$ cat config.mk
export PLATFORM = sky130hd
export DESIGN_NAME = iter_counter_flat
export DESIGN_NICKNAME = d
export VERILOG_FILES = /design/src/rtl/iter_counter_if.sv /design/src/rtl/iter_counter.sv /design/src/flat_wrapper.sv
export SDC_FILE = /design/constraint.sdc
export NUM_CORES = 1
export LEC_CHECK = 0
export BUFFER_PORTS_ARGS = -buffer_cell sky130_fd_sc_hd__buf_2
export CAP_MARGIN = 5
export CORE_AREA = 2 2 39 41
export DETAILED_ROUTE_END_ITERATION = 10
export DIE_AREA = 0 0 41 43
export GPL_TIMING_DRIVEN = 1
export SLEW_MARGIN = 25
export SYNTH_ARGS = -nofsm -noshare
export SYNTH_HDL_FRONTEND = slang
export SYNTH_SLANG_ARGS = --single-unit
$ cat constraint.sdc
create_clock -name clk -period 1.7 [get_ports clk]
set_input_delay 0.17 -clock clk [delete_from_list [all_inputs] [get_ports clk]]
set_output_delay 0.17 -clock clk [all_outputs]
set_load 0.005 [all_outputs]
$ cat src/rtl/iter_counter_if.sv
// Command/status bundle for iter_counter.
// The master drives load/count requests; the slave (the counter) returns
// the count value and its status flags.
interface iter_counter_if #(
  parameter int WIDTH = 5
);
  logic             ld;
  logic             ld_ext;
  logic [WIDTH-1:0] ld_val;
  logic             dec;
  logic             inc;
  logic [WIDTH-1:0] out;
  logic             zero;
  logic             tc;
  logic             uflow;

  modport master (
    output ld, ld_ext, ld_val, dec, inc,
    input  out, zero, tc, uflow
  );

  modport slave (
    input  ld, ld_ext, ld_val, dec, inc,
    output out, zero, tc, uflow
  );
endinterface

$ cat src/rtl/iter_counter.sv
// Loadable up/down iteration counter with a terminal-count pulse.
// A decrement from 1 to 0 raises tc for one cycle. Loads take either the
// external ld_val or the built-in LOAD_VAL constant.
// Compile-time option: define ITER_COUNTER_SAT_EN to make a decrement at
// zero saturate and set the sticky uflow flag. Without it, a decrement at
// zero wraps to all-ones and uflow is tied low.
module iter_counter #(
  parameter int WIDTH    = 5,
  parameter int LOAD_VAL = 16
) (
  input logic          clk,
  input logic          rst,
  iter_counter_if.slave bus
);

  localparam logic [WIDTH-1:0] LOAD_CONST = WIDTH'(LOAD_VAL);
  localparam logic [WIDTH-1:0] ONE        = WIDTH'(1);

  logic [WIDTH-1:0] out_q, out_d;
  logic             tc_q, tc_d;
  logic             uflow_q, uflow_d;

  logic dec_only;
  logic inc_only;
  logic at_zero;

  // A simultaneous inc and dec cancels out, so only one-sided requests count.
  assign dec_only = bus.dec & ~bus.inc;
  assign inc_only = bus.inc & ~bus.dec;
  assign at_zero  = (out_q == '0);

  // Next-state selection. Load takes priority over counting, and reset
  // overrides everything in the register block below.
  always_comb begin
    out_d = out_q;
    tc_d  = 1'b0;
`ifdef ITER_COUNTER_SAT_EN
    uflow_d = uflow_q;
`else
    uflow_d = 1'b0;
`endif
    if (bus.ld) begin
      out_d   = bus.ld_ext ? bus.ld_val : LOAD_CONST;
      uflow_d = 1'b0;
    end else if (dec_only) begin
      if (at_zero) begin
`ifdef ITER_COUNTER_SAT_EN
        out_d   = '0;
        uflow_d = 1'b1;
`else
        out_d   = out_q - ONE;
`endif
      end else begin
        out_d = out_q - ONE;
        // tc only fires when a decrement reaches zero, never via wrap or load.
        tc_d  = (out_q == ONE);
      end
    end else if (inc_only) begin
      out_d = out_q + ONE;
    end
  end

  // State registers with synchronous reset.
  always_ff @(posedge clk) begin
    if (rst) begin
      out_q   <= '0;
      tc_q    <= 1'b0;
      uflow_q <= 1'b0;
    end else begin
      out_q   <= out_d;
      tc_q    <= tc_d;
      uflow_q <= uflow_d;
    end
  end

  assign bus.out   = out_q;
  assign bus.tc    = tc_q;
  assign bus.uflow = uflow_q;
  assign bus.zero  = at_zero;

endmodule

$ cat src/flat_wrapper.sv
// flat-port wrapper written by rule: the top's interface ports become plain ports
module iter_counter_flat 
#(
  parameter int WIDTH    = 5,
  parameter int LOAD_VAL = 16
)
  (clk, rst, bus_ld, bus_ld_ext, bus_ld_val, bus_dec, bus_inc, bus_out, bus_zero, bus_tc, bus_uflow);
  iter_counter_if #(.WIDTH(WIDTH)) bus_i ();
  input logic clk;
  input logic rst;
  input wire logic [$bits(bus_i.ld)-1:0] bus_ld;
  input wire logic [$bits(bus_i.ld_ext)-1:0] bus_ld_ext;
  input wire logic [$bits(bus_i.ld_val)-1:0] bus_ld_val;
  input wire logic [$bits(bus_i.dec)-1:0] bus_dec;
  input wire logic [$bits(bus_i.inc)-1:0] bus_inc;
  output wire logic [$bits(bus_i.out)-1:0] bus_out;
  output wire logic [$bits(bus_i.zero)-1:0] bus_zero;
  output wire logic [$bits(bus_i.tc)-1:0] bus_tc;
  output wire logic [$bits(bus_i.uflow)-1:0] bus_uflow;
  assign bus_i.ld = bus_ld;
  assign bus_i.ld_ext = bus_ld_ext;
  assign bus_i.ld_val = bus_ld_val;
  assign bus_i.dec = bus_dec;
  assign bus_i.inc = bus_inc;
  assign bus_out = bus_i.out;
  assign bus_zero = bus_i.zero;
  assign bus_tc = bus_i.tc;
  assign bus_uflow = bus_i.uflow;
  iter_counter #(.WIDTH(WIDTH), .LOAD_VAL(LOAD_VAL)) u_core (.clk(clk), .rst(rst), .bus(bus_i));
endmodule
==> key figures, run 1 <==
Detailed routing
  – Top Layer Used: met4
  – Met3 wirelength from detailed routing: 81 microns
  – WL met2: 568 microns
  – Initial DRC count: 4
  – Final Routed Wirelength: 1140 microns
  – Per-cell routed wire length: 12.4 microns
  – # DRC: 0
  – Detail Route Antenna Nets: 0
  – Wl on met1: 477 microns
  – Routed vias/inst: 5.29
  – Vias: 487
  – DR pass1 iterations: 2

Yosys
  – EDFF count, synth: 0
  – YS warnings: 0
  – Library cells used by synthesis: 31
  – Syn Area/Cell: 8.19 sq um
  – Top cells by count, synth: 6 x dfxtp_1, 6 x nand3_1, 5 x inv_1
  – Mapped cell area: 467 sq um
  – Async S/R FF share, synth: 0
  – Syn_nets: 71
  – Cells after synthesis: 57
  – Share of the synthesized area in the top cell type: 0.257
  – Most area-hungry cell type in the Yosys netlist: dfxtp_1
  – Seq/Total Area, Yosys: 0.257
  – Top FF cell, synth: dfxtp_1
  – Area contributors post-synth: dfxtp_1 26%, ha_1 8.0%, nand3_1 6.4%
  – Register bit total from synthesis: 6

STA
  – Fin crit period: 1.55 ns
  – Fmax: 644 MHz
  – Setup TNS: 0 ns
  – Worst Skew: 0.00699 ns
  – Setup WS post-layout: 0.148 ns
  – # setup viols final: 0
  – RSZ-0062 raised after global routing: false
  – Hold Vio Cnt, Final: 0
  – Fin crit share: 0.913
  – Pins Over Slew Limit: 0

Die
  – Core Footprint: 1380 sq um
  – Full die area: 1760 sq um
  – Core Rows: 14
  – Die Height: 43 microns
  – Die X: 41 microns
  – Starting density of the core: 0.337
  – IO Pins: 19

Layout
  – Fraction of layout cells with a size suffix above 1: 0.303
  – Layout area overhead: 26.5%
  – FF+latch area: 120 sq um
  – NumNets Final: 92
  – Diodes inserted: 0
  – Fill cell count: 145
  – Post-Route Utilization: 0.427
  – Multi-input gate area: 317 sq um
  – Design Area, Final: 591 sq um

Power and ir drop
  – Maximum VDD drop: 0.000330 V
  – P_leak: 0.000271 uW
  – Power Density: 712 nW/um^2

Worst setup path
  – Worst R2R Path Depth: 4
  – Worst Setup EP: u_core.bus.out[4]
  – Critical path class: register to register
  – Setup slack, reg-to-reg: 0.15 ns
  – Max incr delay on CP: 0.53 ns
  – Slowest-stage cell, CP: or4b_1
  – Crit path cell chain: or4b_1, o22ai_2, mux2_1, a21oi_1
  – Crit end category: register
  – Critical-path maximum fanout: 6
  – Critical path startpoint: u_core.bus.out[3]
  – R2R Path Start: u_core.bus.out[3]
  – Worst R2R End: u_core.bus.out[4]
  – Crit path arrival time: 1.74 ns
  – CP required: 1.89 ns
  – CP startpoint kind: register

Clocking
  – TritonCTS buffer count: 3
  – Htree depth: 1
  – Clk root buf: clkbuf_4
  – Clk sink count: 6
  – Clk buf depth: 2
  – Later-pin clock latency in the skew report: 0.25 ns
  – CTS tree: yes
  – Clk pin slew, worst setup/hold paths: 0.05 ns
  – CTS resizes: 0
  – Cts hold-fix bufs: 0
  – Post CTS Setup Buffer Count: 0

Placed design
  – GPL Wtd Cong: 0.784
  – Area after DPL: 568 sq um
  – DP HPWL: 889 microns
  – Pre-CTS worst setup slack: 0.147 ns
  – Input/output buffers: 17

Global route
  – Initial antenna violation count: 0
  – Grt total ovfl: 0
  – Largest net degree at the start of global routing: 14
  – Global Route Usage Sum: 0.156
  – First-pass GRT wire length: 1790 microns
  – Vias in the first global route: 411

Hold path
  – Min-delay worst type: input port to register

Outcome
  – Run status: completed

Flow run
  – Max cap viols: 0
-- routing by layer --
metal,global-route usage,vias to the layer above
li1,-,248
met1,0.175,222
met2,0.238,15
met3,0.0838,2
met4,0.0600,0
met5,0,-
-- worst min-delay path by stage --
stage	from	to	cells past startpoint
floorplan	rst	u_core.bus.out[0]	1
global placement	bus_ld_val[1]	u_core.bus.out[1]	3
detailed placement	rst	u_core.bus.out[4]	2
CTS	rst	u_core.bus.out[4]	2
global route	rst	u_core.bus.out[4]	2
finish	rst	u_core.bus.out[4]	2
-- metrics by stage --
step,std cells,total power (uW),hold WS [ns]
3_5_place_dp,89,287,0.443
3_3_place_gp,89,286,0.440
5_1_grt,92,452,0.176
6_report,92,420,0.177
2_1_floorplan,57,240,0.239
4_1_cts,92,429,0.171
-- kinds of logic (layout without fill, tap and decap cells) --
family / Yosys count / after routing / share of synthesized area
simple gates: 26 / 26 / 0.338
compound gates: 11 / 11 / 0.190
buf+inv: 7 / 26 / 0.0643
flops: 6 / 6 / 0.257
fa+ha+maj: 3 / 3 / 0.0804
xor+xnor: 2 / 2 / 0.0375
other cells: 1 / 1 / 0.00804
mux: 1 / 1 / 0.0241
-- flip-flops by register name, indices dropped and copies added, names as in the netlist --
register / count
u_core.bus.out: 5
u_core.bus.tc: 1
-- critical path: cells and delay by family, from the launching register on --
kind	cells	cell delay (ns)
AO/OA/AOI/OAI	2	0.27
AND/OR/NAND/NOR	1	0.53
flip-flops	1	0.35
multiplexers	1	0.33
-- cell usage in the layout (no fill, tap or decap) --
cell	Yosys	layout
a2bb2oi_1	1	1
nor2_1	3	3
inv_1	5	5
xnor2_1	1	1
nor4b_1	1	1
mux2_1	1	1
o22ai_2	1	1
nand3_1	6	6
o21bai_1	1	1
nand2_1	2	2
a21oi_1	3	3
xor2_1	1	1
nor3_1	2	2
conb_1	1	1
buf_2	0	17
and2_1	1	1
ha_1	3	3
nand3b_1	2	2
a2111o_1	1	1
and3_1	1	1
or4_1	1	1
dfxtp_1	6	6
buf_4	1	1
a221oi_1	3	3
nor2b_1	1	1
clkbuf_4	0	3
and2b_4	1	1
nand2b_1	2	2
nand4b_1	1	1
nor3b_1	1	1
or4b_1	1	1
a22oi_1	1	1
-- report_power, final --
group,total (uW),internal (uW),leakage [uW],switching [uW]
registers,163,151,0.0000494,11.7
logic,121,59.7,0.000208,61.1
clock network,137,80.2,0.0000138,56.4
total,420,291,0.000271,129
-- cell type report --
type,count,share of cell area
clock buffers,3,0.0381
inverters,5,0.0318
multi-input cells,44,0.536
flip-flops and latches,6,0.203
well taps,16,0.0339
repair buffers,18,0.157
No activity file was read; power rests on OpenSTA's default activity.
==> run 2: changes to the inputs <==
clock period = 1.6 ns   (was 1.7 ns; I/O delays follow)
==> run 2 against run 1 <==
  * Global-route usage rose by 0.19 points
  * Utilization rose by 0.90 points
  * Wire length fell by 2.4%
  * Register-to-register slack got worse by 0.03 ns
  * Sequential power rose by 6%
  * Critical path type unchanged
==> key figures, run 2 (same netlist as run 1, synthesis figures left out) <==
Outcome
  – Run status: completed (unchanged)

Worst setup path
  – Slowest-stage cell, CP: or4b_1 (unchanged)
  – Setup slack, reg-to-reg: 0.12 ns (was 0.15 ns)
  – CP startpoint kind: register (unchanged)
  – Crit end category: register (unchanged)
  – Crit path cell chain: or4b_1, o22ai_2, mux2_1, a21oi_1 (unchanged)
  – Critical-path maximum fanout: 2 (was 6)
  – CP required: 1.78 ns (was 1.89 ns)
  – Max incr delay on CP: 0.53 ns (about the same)
  – Critical path class: register to register (unchanged)
  – Worst R2R Path Depth: 4 (unchanged)
  – Crit path arrival time: 1.65 ns (was 1.74 ns)

Layout
  – Layout area overhead: 29.2% (was 26.5%)
  – Fill cell count: 146 (was 145)
  – Max reg flops: 5 (unchanged)
  – Most common cell after layout, fill and taps aside: buf_2 (unchanged)
  – Diodes inserted: 0 (unchanged)
  – Fraction of layout cells with a size suffix above 1: 0.351 (was 0.303)
  – NumNets Final: 93 (was 92)
  – Commonest non-fill, non-tap cells in the layout: 17 x buf_2, 6 x nand3_1, 5 x inv_1, 4 x dfxtp_1 (was 17 x buf_2, 6 x nand3_1, 6 x dfxtp_1, 5 x inv_1)

Die
  – Core Rows: 14 (unchanged)
  – Die Height: 43 microns (unchanged)
  – IO Pins: 19 (unchanged)
  – Core Footprint: 1380 sq um (unchanged)
  – Starting density of the core: 0.337 (unchanged)
  – Die X: 41 microns (unchanged)
  – Full die area: 1760 sq um (unchanged)

Detailed routing
  – Initial DRC count: 8 (was 4)
  – # DRC: 0 (unchanged)
  – Final Routed Wirelength: 1110 microns (was 1140 microns)
  – Vias: 499 (was 487)
  – Routed vias/inst: 5.37 (was 5.29)
  – Per-cell routed wire length: 12.0 microns (was 12.4 microns)
  – Detail Route Antenna Nets: 0 (unchanged)
  – DR pass1 iterations: 4 (was 2)

STA
  – Fmax: 677 MHz (was 644 MHz)
  – Fin crit share: 0.924 (was 0.913)
  – Setup WS post-layout: 0.122 ns (was 0.148 ns)
  – Worst Skew: 0.00191 ns (was 0.00699 ns)
  – Setup TNS: 0 ns (unchanged)
  – Fin crit period: 1.48 ns (was 1.55 ns)
  – Pins Over Slew Limit: 0 (unchanged)
  – # setup viols final: 0 (unchanged)
  – RSZ-0062 raised after global routing: false (unchanged)
  – Hold Vio Cnt, Final: 0 (unchanged)

Power and ir drop
  – P_leak: 0.000276 uW (was 0.000271 uW)
  – Maximum VDD drop: 0.000433 V (was 0.000330 V)
  – Power Density: 738 nW/um^2 (was 712 nW/um^2)

Global route
  – Initial antenna violation count: 0 (unchanged)
  – Vias in the first global route: 410 (was 411)
  – Global Route Usage Sum: 0.158 (was 0.156)
  – Grt total ovfl: 0 (unchanged)
  – First-pass GRT wire length: 1800 microns (was 1790 microns)
  – Largest net degree at the start of global routing: 14 (unchanged)

Clocking
  – TritonCTS buffer count: 3 (unchanged)
  – Later-pin clock latency in the skew report: 0.24 ns (was 0.25 ns)
  – Clk pin slew, worst setup/hold paths: 0.04 ns (was 0.05 ns)
  – Clk sink count: 6 (unchanged)
  – CTS resizes: 0 (unchanged)
  – Post CTS Setup Buffer Count: 0 (unchanged)
  – Clk buf depth: 2 (unchanged)
  – Cts hold-fix bufs: 0 (unchanged)
  – Htree depth: 1 (unchanged)
  – Clk root buf: clkbuf_4 (unchanged)
  – CTS tree: yes (unchanged)

Placed design
  – Input/output buffers: 17 (unchanged)
  – GPL Wtd Cong: 0.770 (was 0.784)
  – DP HPWL: 862 microns (was 889 microns)
  – Pre-CTS worst setup slack: 0.0550 ns (was 0.147 ns)

Flow run
  – Max cap viols: 0 (unchanged)

Hold path
  – Min-delay worst type: input port to register (unchanged)
  – Hold Path Cell Cnt: 2 (unchanged)
run 2: layout make-up:
class | instances | area, sq um | area share
Inverter | 5 | 18.8 | 0.0311
Sequential cell | 6 | 123 | 0.203
Timing Repair Buffer | 19 | 100 | 0.166
Clock buffer | 3 | 22.5 | 0.0373
Multi-Input combinational cell | 44 | 319 | 0.529
Tap cell | 16 | 20.0 | 0.0332
run 2: routing by layer:
| layer | share of wire | routed length [microns] | GRT usage | vias to the layer above |
|---|---|---|---|---|
| met2 | 0.51 | 564 | 0.225 | 22 |
| met4 | 0 | 0 | 0.0200 | 0 |
| met5 | 0 | 0 | 0 | - |
| met3 | 0.085 | 95 | 0.0942 | 0 |
| li1 | - | - | - | 252 |
| met1 | 0.41 | 451 | 0.207 | 225 |
run 2: per-stage QoR:
step	std cells	hold slack [ns]	area [sq um]	util	power, uW
2_1_floorplan	57	0.229	467	-	255
3_3_place_gp	90	0.428	576	0.416	306
3_5_place_dp	90	0.433	576	0.416	306
4_1_cts	93	0.175	598	0.432	449
5_1_grt	93	0.186	603	0.436	483
6_report	93	0.170	603	0.436	445
run 2: worst max-delay path, delay by kind of cell (launching register included):
kind / cells / cell delay [ns]
muxes: 1 / 0.33
and+or+nand+nor: 1 / 0.53
DFF: 1 / 0.30
AOI/OAI and AO/OA: 2 / 0.25
run 2: worst paths after layout:
path,from,endpoint
max,u_core.bus.out[2],u_core.bus.out[4]
min,rst,u_core.bus.out[0]
max reg2reg,u_core.bus.out[2],u_core.bus.out[4]
min reg2reg,u_core.bus.out[4],u_core.bus.out[4]
run 2: where the power goes:
part	internal [uW]	switching, uW	total (uW)	leakage [uW]
clock	84.8	54.6	139	0.0000138
combinational	66.7	66.3	133	0.000212
sequential	162	10.9	173	0.0000501
total	313	132	445	0.000276
==> run 3: changes to the inputs <==
ABC_AREA = 1   (was unset)
==> run 3 against run 2 <==
  * Critical path depth is 1 higher
  * Synthesized cell count is 40% higher
  * Sequential share of layout area is 0.94 points lower
  * Sequential cell count stayed put
  * Synthesized area is 9.4% higher
  * Largest power group unchanged
==> key figures, run 3 <==
Outcome
  – Run status: completed (unchanged)

Die
  – Die X: 41 microns (unchanged)
  – Core Footprint: 1380 sq um (unchanged)
  – Starting density of the core: 0.369 (was 0.337)
  – Die Height: 43 microns (unchanged)
  – Full die area: 1760 sq um (unchanged)
  – Core Rows: 14 (unchanged)
  – IO Pins: 19 (unchanged)

Power and ir drop
  – Internal: 304 uW (was 313 uW)
  – Maximum VDD drop: 0.000256 V (was 0.000433 V)
  – Sw Share: 0.324 (was 0.296)
  – Gate power share: 0.290 (was 0.299)
  – Power Density: 725 nW/um^2 (was 738 nW/um^2)
  – P_leak: 0.000328 uW (was 0.000276 uW)
  – Net switching power: 146 uW (was 132 uW)
  – Clock network fraction of total power: 0.309 (was 0.313)
  – Sequential power share: 0.401 (was 0.388)

STA
  – Fin crit period: 1.43 ns (was 1.48 ns)
  – RSZ-0062 raised after global routing: false (unchanged)
  – Fin crit share: 0.896 (was 0.924)
  – Pins Over Slew Limit: 0 (unchanged)
  – Worst Skew: 0.00638 ns (was 0.00191 ns)
  – # setup viols final: 0 (unchanged)
  – Hold Vio Cnt, Final: 0 (unchanged)
  – Setup WS post-layout: 0.166 ns (was 0.122 ns)
  – Fmax: 698 MHz (was 677 MHz)
  – Setup TNS: 0 ns (unchanged)

Placed design
  – Pre-CTS worst setup slack: 0.333 ns (was 0.0550 ns)
  – Input/output buffers: 17 (unchanged)
  – DP HPWL: 931 microns (was 862 microns)
  – GPL Wtd Cong: 0.763 (was 0.770)

Layout
  – Post-Route Utilization: 0.448 (was 0.436)
  – Fill cell count: 156 (was 146)
  – Layout area overhead: 21.3% (was 29.2%)
  – Fraction of layout cells with a size suffix above 1: 0.265 (was 0.351)
  – NumNets Final: 114 (was 93)
  – Max reg flops: 5 (unchanged)
  – Most common cell after layout, fill and taps aside: nand2_1 (was buf_2)
  – Diodes inserted: 0 (unchanged)
  – Commonest non-fill, non-tap cells in the layout: 19 x nand2_1, 17 x buf_2, 12 x inv_1, 7 x nand3_1, 7 x o21ai_0 (was 17 x buf_2, 6 x nand3_1, 5 x inv_1, 4 x dfxtp_1)

Detailed routing
  – Initial DRC count: 5 (was 8)
  – Met3 wirelength from detailed routing: 43 microns (was 95 microns)
  – WL met2: 570 microns (was 564 microns)
  – Routed vias/inst: 4.85 (was 5.37)
  – # DRC: 0 (unchanged)
  – Per-cell routed wire length: 10.0 microns (was 12.0 microns)
  – Vias: 553 (was 499)
  – Wl on met1: 503 microns (was 451 microns)
  – DR pass1 iterations: 4 (unchanged)
  – Top Layer Used: met4 (was met3)
  – Final Routed Wirelength: 1150 microns (was 1110 microns)
  – Detail Route Antenna Nets: 0 (unchanged)

Yosys
  – Top FF cell, synth: dfxtp_1 (unchanged)
  – Register bit total from synthesis: 6 (unchanged)
  – Seq/Total Area, Yosys: 0.235 (was 0.257)
  – Cells after synthesis: 80 (was 57)
  – EDFF count, synth: 0 (unchanged)
  – Mapped cell area: 510 sq um (was 467 sq um)
  – YS warnings: 0 (unchanged)
  – Area contributors post-synth: dfxtp_1 24%, nand2_1 14%, inv_1 8.8% (was dfxtp_1 26%, ha_1 8.0%, nand3_1 6.4%)
  – Top-count cell post-synth: nand2_1
  – Library cells used by synthesis: 21 (was 31)
  – Most area-hungry cell type in the Yosys netlist: dfxtp_1 (unchanged)
  – Share of the synthesized area in the top cell type: 0.235 (was 0.257)
  – Syn_nets: 94 (was 71)
  – Syn Area/Cell: 6.38 sq um (was 8.19 sq um)
  – Async S/R FF share, synth: 0 (unchanged)
  – Top cells by count, synth: 19 x nand2_1, 12 x inv_1, 7 x nand3_1, 7 x o21ai_0 (was 6 x dfxtp_1, 6 x nand3_1, 5 x inv_1)

Clocking
  – Cts hold-fix bufs: 0 (unchanged)
  – CTS resizes: 0 (unchanged)
  – Post CTS Setup Buffer Count: 0 (unchanged)
  – TritonCTS buffer count: 3 (unchanged)
  – Clk sink count: 6 (unchanged)
  – Clk root buf: clkbuf_4 (unchanged)
  – Clk buf depth: 2 (unchanged)
  – Htree depth: 1 (unchanged)
  – CTS tree: yes (unchanged)
  – Later-pin clock latency in the skew report: 0.24 ns (about the same)
  – Clk pin slew, worst setup/hold paths: 0.05 ns (was 0.04 ns)

Worst setup path
  – Max incr delay on CP: 0.41 ns (was 0.53 ns)
  – Buf/Inv on CP: 3 (was 0)
  – CP startpoint kind: register (unchanged)
  – Worst path most repeated cell: inv_1
  – Crit path arrival time: 1.27 ns (was 1.65 ns)
  – Critical-path maximum fanout: 6 (was 2)
  – Slowest-stage cell, CP: dfxtp_1 (was or4b_1)
  – CP required: 1.44 ns (was 1.78 ns)
  – Crit path cell chain: inv_1, ha_1, nand3_1, inv_1, buf_2 (was or4b_1, o22ai_2, mux2_1, a21oi_1)
  – Critical path's top delay family: flip-flops (was simple AND/OR/NAND/NOR gates)
  – Crit end category: primary output (was register)
  – Critical path class: register to primary output (was register to register)

Global route
  – Vias in the first global route: 487 (was 410)
  – Initial antenna violation count: 0 (unchanged)
  – Grt total ovfl: 0 (unchanged)
  – Largest net degree at the start of global routing: 10 (was 14)
  – First-pass GRT wire length: 1930 microns (was 1800 microns)
  – Global Route Usage Sum: 0.162 (was 0.158)

Flow run
  – Max cap viols: 0 (unchanged)

Hold path
  – Min-delay worst type: input port to register (unchanged)
[run 3: final timing paths]
check                    start                 to  slack (ns)  cells past startpoint
max          u_core.bus.out[0]           bus_zero        0.17                      5
min                        rst  u_core.bus.out[0]        0.08                      2
max reg2reg  u_core.bus.out[0]  u_core.bus.out[2]        0.32                      7
min reg2reg  u_core.bus.out[3]      u_core.bus.tc        0.56                      1
[run 3: per-layer routing]
| layer | track usage | vias to the layer above |
|---|---|---|
| li1 | - | 293 |
| met1 | 0.187 | 241 |
| met2 | 0.256 | 15 |
| met3 | 0.0314 | 4 |
| met4 | 0.100 | 0 |
| met5 | 0 | - |
[run 3: cell type report]
type,instances,area (sq um),area share
multi-input combinational,58,319,0.515
clock buffer,3,22.5,0.0364
tap,16,20.0,0.0323
timing repair buffer,17,85.1,0.137
inverter,14,52.6,0.0848
sequential,6,120,0.194
[run 3: power groups by stage]
stage | Combinational (uW) | Clock, uW | Sequential (uW)
2_1_floorplan | 93.1 | 0 | 178
3_5_place_dp | 131 | 0 | 183
5_1_grt | 148 | 158 | 183
3_3_place_gp | 131 | 0 | 182
4_1_cts | 132 | 145 | 180
6_report | 130 | 139 | 180
[run 3: through the flow]
step	area, sq um	cells	power, uW	hold slack [ns]
finish	619	114	449	0.0805
global route	619	114	490	0.0692
CTS	619	114	457	0.0733
detailed placement	597	111	314	0.336
global placement	597	111	313	0.334
floorplan	510	80	271	0.229
[run 3: kinds of logic after synthesis]
kind of cell / Yosys count / synth area share
DFF: 6 / 0.235
AOI/OAI and AO/OA: 13 / 0.130
other: 1 / 0.00735
xor gates and xnor gates: 2 / 0.0343
buffers and inverters: 16 / 0.140
and+or+nand+nor: 39 / 0.380
adders and majority gates: 3 / 0.0735
